--- src/rtl/truth_table_tester.sv ---
// truth_table_tester
//
// Stimulus and compare engine for a small N-input, 1-output combinational
// device. On start it walks vec through 0 .. 2^N-1, holds each vector for HOLD
// cycles and, on the last hold cycle, compares dut_y against TRUTH[vec].
// Failing compares pulse mismatch, bump err_count and the first failing
// vector is latched in first_fail. done/pass stay up until the next start
// or reset.
//
// Parameters:
//   N      number of device inputs (1..8)
//   TRUTH  expected output per vector, bit i for vec == i (2^N bits)
//   HOLD   cycles each vector is held (>= 1)
//
// Ports:
//   clk         in   clock, rising edge
//   reset       in   synchronous, active-high; clears all state
//   start       in   begin a sweep; only honoured while idle or done
//   dut_y       in   device output, sampled on the compare cycle
//   vec         out  [N-1:0] vector driven to the device inputs
//   busy        out  sweep in progress
//   done        out  sweep complete, held until start/reset
//   pass        out  done with zero mismatches
//   mismatch    out  one-cycle pulse after each failing compare
//   err_count   out  [N:0] number of mismatches (0..2^N)
//   first_fail  out  [N-1:0] vector of the first mismatch
module truth_table_tester #(
  parameter int                N     = 3,
  parameter logic [(1<<N)-1:0] TRUTH = 8'h31,
  parameter int                HOLD  = 2
) (
  input  logic         clk,
  input  logic         reset,
  input  logic         start,
  input  logic         dut_y,
  output logic [N-1:0] vec,
  output logic         busy,
  output logic         done,
  output logic         pass,
  output logic         mismatch,
  output logic [N:0]   err_count,
  output logic [N-1:0] first_fail
);

  // hold_cnt needs at least one bit even when HOLD == 1
  localparam int            HW        = (HOLD > 1) ? $clog2(HOLD) : 1;
  localparam logic [HW-1:0] HOLD_LAST = HW'(HOLD - 1);
  localparam logic [HW-1:0] HOLD_ONE  = HW'(1);
  localparam logic [N-1:0]  VEC_LAST  = '1;
  localparam logic [N-1:0]  VEC_ONE   = N'(1);
  localparam logic [N:0]    ERR_ONE   = (N+1)'(1);

  localparam logic [1:0] S_IDLE  = 2'd0;
  localparam logic [1:0] S_APPLY = 2'd1;
  localparam logic [1:0] S_DONE  = 2'd2;

  logic [1:0]    state;
  logic [HW-1:0] hold_cnt;
  logic          cmp_cycle;
  logic          cmp_fail;

  assign cmp_cycle = (state == S_APPLY) && (hold_cnt == HOLD_LAST);
  assign cmp_fail  = cmp_cycle && (dut_y != TRUTH[vec]);

  always_ff @(posedge clk) begin
    if (reset) begin
      state      <= S_IDLE;
      hold_cnt   <= '0;
      vec        <= '0;
      mismatch   <= 1'b0;
      err_count  <= '0;
      first_fail <= '0;
    end else begin
      mismatch <= 1'b0;
      case (state)
        S_IDLE, S_DONE: begin
          if (start) begin
            state      <= S_APPLY;
            hold_cnt   <= '0;
            vec        <= '0;
            err_count  <= '0;
            first_fail <= '0;
          end
        end
        S_APPLY: begin
          if (cmp_cycle) begin
            if (cmp_fail) begin
              mismatch  <= 1'b1;
              err_count <= err_count + ERR_ONE;
              // err_count still holds the pre-increment value here
              if (err_count == '0) first_fail <= vec;
            end
            hold_cnt <= '0;
            // equality test on the last vector, so vec never wraps
            if (vec == VEC_LAST) state <= S_DONE;
            else                 vec   <= vec + VEC_ONE;
          end else begin
            hold_cnt <= hold_cnt + HOLD_ONE;
          end
        end
        default: state <= S_IDLE;
      endcase
    end
  end

  // status flags decoded from registered state only, so pass cannot
  // rise while a sweep is running
  assign busy = (state == S_APPLY);
  assign done = (state == S_DONE);
  assign pass = done && (err_count == '0);

endmodule

--- config.mk ---
export PLATFORM = sky130hd
export DESIGN_NAME = truth_table_tester
export DESIGN_NICKNAME = d
export VERILOG_FILES = /design/src/rtl/truth_table_tester.sv
export SDC_FILE = /design/constraint.sdc
export NUM_CORES = 1
export LEC_CHECK = 0
export CORE_MARGIN = 5
export CORE_UTILIZATION = 43
export DETAILED_ROUTE_END_ITERATION = 8
export PLACE_DENSITY = 0.71
export SYNTH_ARGS = -nofsm -noshare
export SYNTH_HDL_FRONTEND = slang
export SYNTH_SLANG_ARGS = --single-unit
--- constraint.sdc ---
create_clock -name clk -period 1.9 [get_ports clk]
set_input_delay 0.38 -clock clk [delete_from_list [all_inputs] [get_ports clk]]
set_output_delay 0.38 -clock clk [all_outputs]
set_load 0.02 [all_outputs]
==> impl_metrics.tcl, run 1 <==
set metrics [dict create \
    grt_pass1_vias 623 \
    hpwl_mm 1.191 \
    power_density_mw_per_mm2 598.5 \
    worstPathRequired_ps 1520 \
    die-width_um 51.12 \
    areaGrowthSynthToFinish_pct 32.87 \
    hold_viol_final 0 \
    cts_setup_buffers 0 \
    r2r-start "vec[0]" \
    clkTransAtPathRegs_ps 90 \
    vias 663 \
    fill_cells 146 \
    dr.pass1.iters 4 \
    ctsHoldBuffers 0 \
    crit_arrival_ps 1360 \
    grtUsageMet3_pct 6.686 \
    hold-path-cell-count 2 \
    overflow 0 \
    tightest_slew_ps 517.2 \
    vias_per_cell 5.571 \
    power_frac_clock_pct 31.7 \
    utilization_pct 61.96 \
    layout_common_cells "dfxtp_1 (15), clkdlybuf4s50_1 (14), nor2_1 (10)" \
    synth_edf_count 0 \
    grt_max_degree 14 \
    hp-start "first_fail[0]" \
    cts_root_buffer "clkbuf_4" \
    ys.flop_type "dfxtp_1" \
    p_sw_uw 151.3 \
    grt_pass1_wl_mm 2.808 \
    period_minus_slack_ps 1743 \
    holdCritPathClass "register to register" \
    layout.nets 112 \
    ant_nets 0 \
    synth_seq_area_share_pct 41.31 \
    yosysWarnings 0 \
    die-area_mm2 0.002613 \
    avgRoutedWirePerCell_um 13.67 \
    mostFrequentLayoutCell "dfxtp_1" \
    synth_nets 88 \
    cts_sinks 15 \
    internal-power_uw 426.9 \
    met1_usage_pct 18.23 \
    grt_use_total_pct 14.22 \
    grt-busiest-layer "met2" \
    worst_r2r_path_depth 6 \
    antenna_found_initial 0 \
    clock_path_buffers 2 \
    start_util_pct 46.63 \
    cts_buffers 3 \
    clk_latency_ps 300 \
    peakVddDrop_mv 0.4259 \
    maxSlewViolCount 0 \
    drive_gt1_share_pct 16.50 \
    multiInputGateArea_um2 395.4 \
    holdWs_ps 484.9 \
    period_share_pct 91.72 \
    portBuffers 17 \
    die_h_um 51.12 \
    p_leak_uw 0.0003902 \
    n_antenna_cell 0 \
    p_total_uw 578.2 \
    fp-row-count 14 \
    core-area_mm2 0.001559 \
    r2r_slack_ps 230 \
    synth.distinct_cells 28 \
    pin_count 18 \
    synth_area_um2 726.9 \
    swShare_pct 26.16 \
    max_freq_mhz 573.9 \
    drt-total-wl_mm 1.627 \
    slew_headroom_pct 65.42 \
    yosysTopAreaCellShare_pct 41.31 \
    pwr-share-seq_pct 56.7 \
    syn_inst 80 \
    setup_violations 0 \
    drt_iter0_markers 23 \
    power_frac_comb_pct 11.6 \
    gp_congestion 0.8553 \
    synth_top_area_cell "dfxtp_1" \
    crit_path_end_kind "output port" \
    outcome "complete, no violations" \
    cp-start-kind "register" \
    avgSynthCellArea_um2 9.087 \
    drc 0 \
    fin_skew_ps 13.83 \
    maxCapViolations 0 \
    gr-usage-met2_pct 21.24 \
    regArea_um2 300.3 \
    rsz0062_at_grt "false" \
    synthTopCellsByArea "dfxtp_1 (41%), ha_1 (6.9%), a21oi_1 (5.5%)" \
    cp_max_fo 4 \
    worstSetupPathType "register to output port" \
    tritoncts "built" \
    whs_endpoint "first_fail[0]" \
    yosys_register_bits 15 \
    async_flop_share_pct 0 \
    htreeDepth 1 \
]
==> synth_stat cells, drive strengths merged (2+ instances only) <==
cell type / n
nor2: 10
dfxtp: 15
nand2b: 3
inv: 4
nand3: 2
mux2i: 2
nor3: 2
ha: 4
nand4: 2
o21ai: 3
nand4b: 3
nor2b: 3
a31oi: 2
and3: 3
xor2: 3
buf: 3
a21oi: 8
==> metal layers <==
layer / vias to the layer above / part of all wire [%] / wire [µm]
li1: 329 / - / -
met1: 304 / 46 / 755
met2: 28 / 45 / 728
met3: 2 / 8.4 / 136
met4: 0 / 0.49 / 8
met5: - / 0 / 0
==> flip-flops by register name, indices dropped and copies added, names as in the netlist, named ones only <==
| signal | flops |
|---|---|
| err_count | 4 |
| first_fail | 3 |
| hold_cnt | 1 |
| mismatch | 1 |
| state | 2 |
| vec | 3 |
==> worst max-delay path, cell delays in order, from the launching register on <==
cell and delay (ps):
dfxtp_1 340, buf_4 130, clkdlybuf4s50_1 600
==> area by class of cell <==
cell class,instances,area share (%)
Multi-Input combinational cell,57,40.93
Clock buffer,3,2.332
Inverter,4,1.554
Clock inverter,1,0.5181
Tap cell,16,2.073
Timing Repair Buffer,23,21.50
Sequential cell,15,31.09
==> how the worst max path moves through the flow <==
stage	startpoint	slack, ps	end
after detailed placement	err_count[1]	-20	pass
after CTS	err_count[1]	10	pass
final	err_count[0]	160	err_count[0]
after global placement	err_count[1]	50	pass
after global routing	err_count[1]	80	pass
after floorplan	err_count[0]	280	pass
==> power groups by stage <==
stage | combinational (µW) | sequential [µW] | clock (µW)
global placement | 67.5 | 334 | 0
CTS | 66.9 | 327 | 191
floorplan | 43.9 | 332 | 0
finish | 67.2 | 328 | 183
detailed placement | 67.9 | 335 | 0
global route | 74.5 | 329 | 204
==> per-stage QoR <==
step	cells	setup WS, ps	cell area, µm²	TNS (ps)
2_1_floorplan	80	281.6	726.9	0
3_3_place_gp	115	50.32	940.9	0
3_5_place_dp	115	-23.26	940.9	-23.26
4_1_cts	119	9.570	969.7	0
5_1_grt	119	75.35	965.9	0
6_report	119	157.4	965.9	0
==> timing repair <==
action                                 4_1_cts  5_1_grt
endpoints found under the hold margin        0        0
setup endpoints to repair                    3        1
gates cloned                                 0        0
resized for setup                            4        2
==> cells by family after synthesis <==
group                    count (synthesis)  synth area share, %
adder cells (fa/ha/maj)                  4                6.885
AO/OA/AOI/OAI                           15                12.39
multiplexers                             2                2.754
flip-flops                              15                41.31
AND/OR/NAND/NOR                         33                28.06
buffers and inverters                    8                4.991
XOR/XNOR                                 3                3.615
No activity file was read; power rests on OpenSTA's default activity.
==> run 2: changes to the inputs <==
--- a/config.mk
+++ b/config.mk
@@ -9,5 +9,7 @@
 export CORE_UTILIZATION = 43
 export DETAILED_ROUTE_END_ITERATION = 8
+export GPL_TIMING_DRIVEN = 0
 export PLACE_DENSITY = 0.71
+export SLEW_MARGIN = 20
 export SYNTH_ARGS = -nofsm -noshare
 export SYNTH_HDL_FRONTEND = slang
==> constraint.sdc (replaced) <==
create_clock -name clk -period 1.9 [get_ports clk]
set_input_delay 0.38 -clock clk [delete_from_list [all_inputs] [get_ports clk]]
set_output_delay 0.38 -clock clk [all_outputs]
set_load 0.005 [all_outputs]
==> run 2 against run 1 <==
Compared with the run above:
- via count shrank 4.8%
- largest power group unchanged
- sequential power barely moved
- total power down 2.4%
- cell count decreased by 0.84%
- first-iteration DRC count decreased by 48%
- setup slack lost 56 ps
- hold slack got worse by 3.9 ps
- register-to-register slack better by 20 ps
==> impl_metrics.tcl, run 2 (synthesized netlist as in run 1, its figures left out) <==
set metrics [dict create \
    clk_latency_ps 280 \
    pin_count 18 \
    cp-start-kind "register" \
    gp_congestion 0.7285 \
    startpoint "err_count[0]" \
    grt_pass1_vias 640 \
    utilization_pct 62.44 \
    die-area_mm2 0.002613 \
    vias_per_cell 5.347 \
    dr.pass1.iters 4 \
    maxSlewViolCount 0 \
    r2r-start "vec[0]" \
    portBuffers 17 \
    avgRoutedWirePerCell_um 13.53 \
    mostFrequentLayoutCell "clkdlybuf4s50_1" \
    hp-start "first_fail[0]" \
    grt_pass1_wl_mm 2.911 \
    period_minus_slack_ps 1798 \
    reg.largest.list "err_count: 4 flops, first_fail: 3 flops, vec: 3 flops" \
    core-area_mm2 0.001559 \
    overflow 0 \
    worstSetupPathType "register to output port" \
    tightest_slew_ps 485.9 \
    placed_cell_area_um2 917.1 \
    fp-row-count 14 \
    die_h_um 51.12 \
    worstPathRequired_ps 1520 \
    layout.nets 111 \
    p_total_uw 564.0 \
    cts_buffers 3 \
    drt_iter0_markers 12 \
    regMostFlops "err_count" \
    peakVddDrop_mv 0.5061 \
    cts_sinks 15 \
    crit_path_end_kind "output port" \
    hpwl_mm 1.239 \
    final_cell_count_no_fill 118 \
    maxCapViolations 0 \
    drc 0 \
    clock_path_buffers 2 \
    period_share_pct 94.65 \
    cp_max_fo 5 \
    htreeDepth 1 \
    areaGrowthSynthToFinish_pct 33.91 \
    power_density_mw_per_mm2 579.4 \
    fin_skew_ps 2.140 \
    largest_reg_flops 4 \
    antenna_found_initial 0 \
    dp_cells 113 \
    rsz0062_at_grt "false" \
    clkTransAtPathRegs_ps 80 \
    finalInstanceArea_um2 973.4 \
    die-width_um 51.12 \
    layout_common_cells "clkdlybuf4s50_1 (15), dfxtp_1 (12), nor2_1 (10)" \
    crit_arrival_ps 1420 \
    grt_max_degree 11 \
    ctsHoldBuffers 0 \
    grt_use_total_pct 14.68 \
    drive_gt1_share_pct 16.67 \
    hold_viol_final 0 \
    outcome "complete, no violations" \
    p_leak_uw 0.0003832 \
    cts_root_buffer "clkbuf_4" \
    tritoncts "built" \
    ant_nets 0 \
    n_antenna_cell 0 \
    holdCritPathClass "register to register" \
    drt-total-wl_mm 1.597 \
    slew_headroom_pct 67.61 \
    setup_violations 0 \
    start_util_pct 46.63 \
    max_freq_mhz 556.1 \
    vias 631 \
]
## run 2: layer usage
metal	share of wire, %	vias up	track usage (%)
met3	6.4	2	6.686
met5	0	-	0
met1	46	284	17.83
li1	-	327	-
met4	1.1	0	4.036
met2	47	18	23.39
## run 2: layout make-up
cell class,instances,area [µm²]
repair buffers,18,175.2
fillers,140,585.6
inverters,4,15.01
well taps,16,20.02
plain buffers,4,21.27
multi-input cells,57,409.1
flip-flops and latches,15,306.5
clock buffers,4,26.28
## run 2: per-stage QoR
| stage | TNS (ps) | hold slack (ps) | setup WS (ps) |
|---|---|---|---|
| floorplan | 0 | 449.7 | 423.5 |
| global placement | -220.8 | 459.7 | -220.8 |
| detailed placement | -204.1 | 471.6 | -204.1 |
| CTS | 0 | 483.7 | 83.93 |
| global route | 0 | 518.6 | 28.80 |
| finish | 0 | 480.9 | 101.7 |
## run 2: critical path: stages, from the launching register on
cell           delay, ps
dfxtp_4              370
inv_1                 40
ha_1                 190
nor3b_4              150
and2_1               130
dlygate4sd2_1        250
## run 2: final timing paths
path,to,slack (ps),cells after the start
max reg2reg,register,250,6
max,pass,100,5
min reg2reg,first_fail[0],480,2
min,first_fail[0],480,2
## run 2: where the power goes
group	internal [µW]	switching [µW]	total [µW]
Combinational	29.2	38.4	67.5
Clock	81.4	90.4	172
Sequential	319	5.89	325
Total	429	135	564
## run 2: timing repair
item                       CTS  global route
setup endpoints to repair    2             0
gates resized for setup      9             0
buffers inserted             1             0
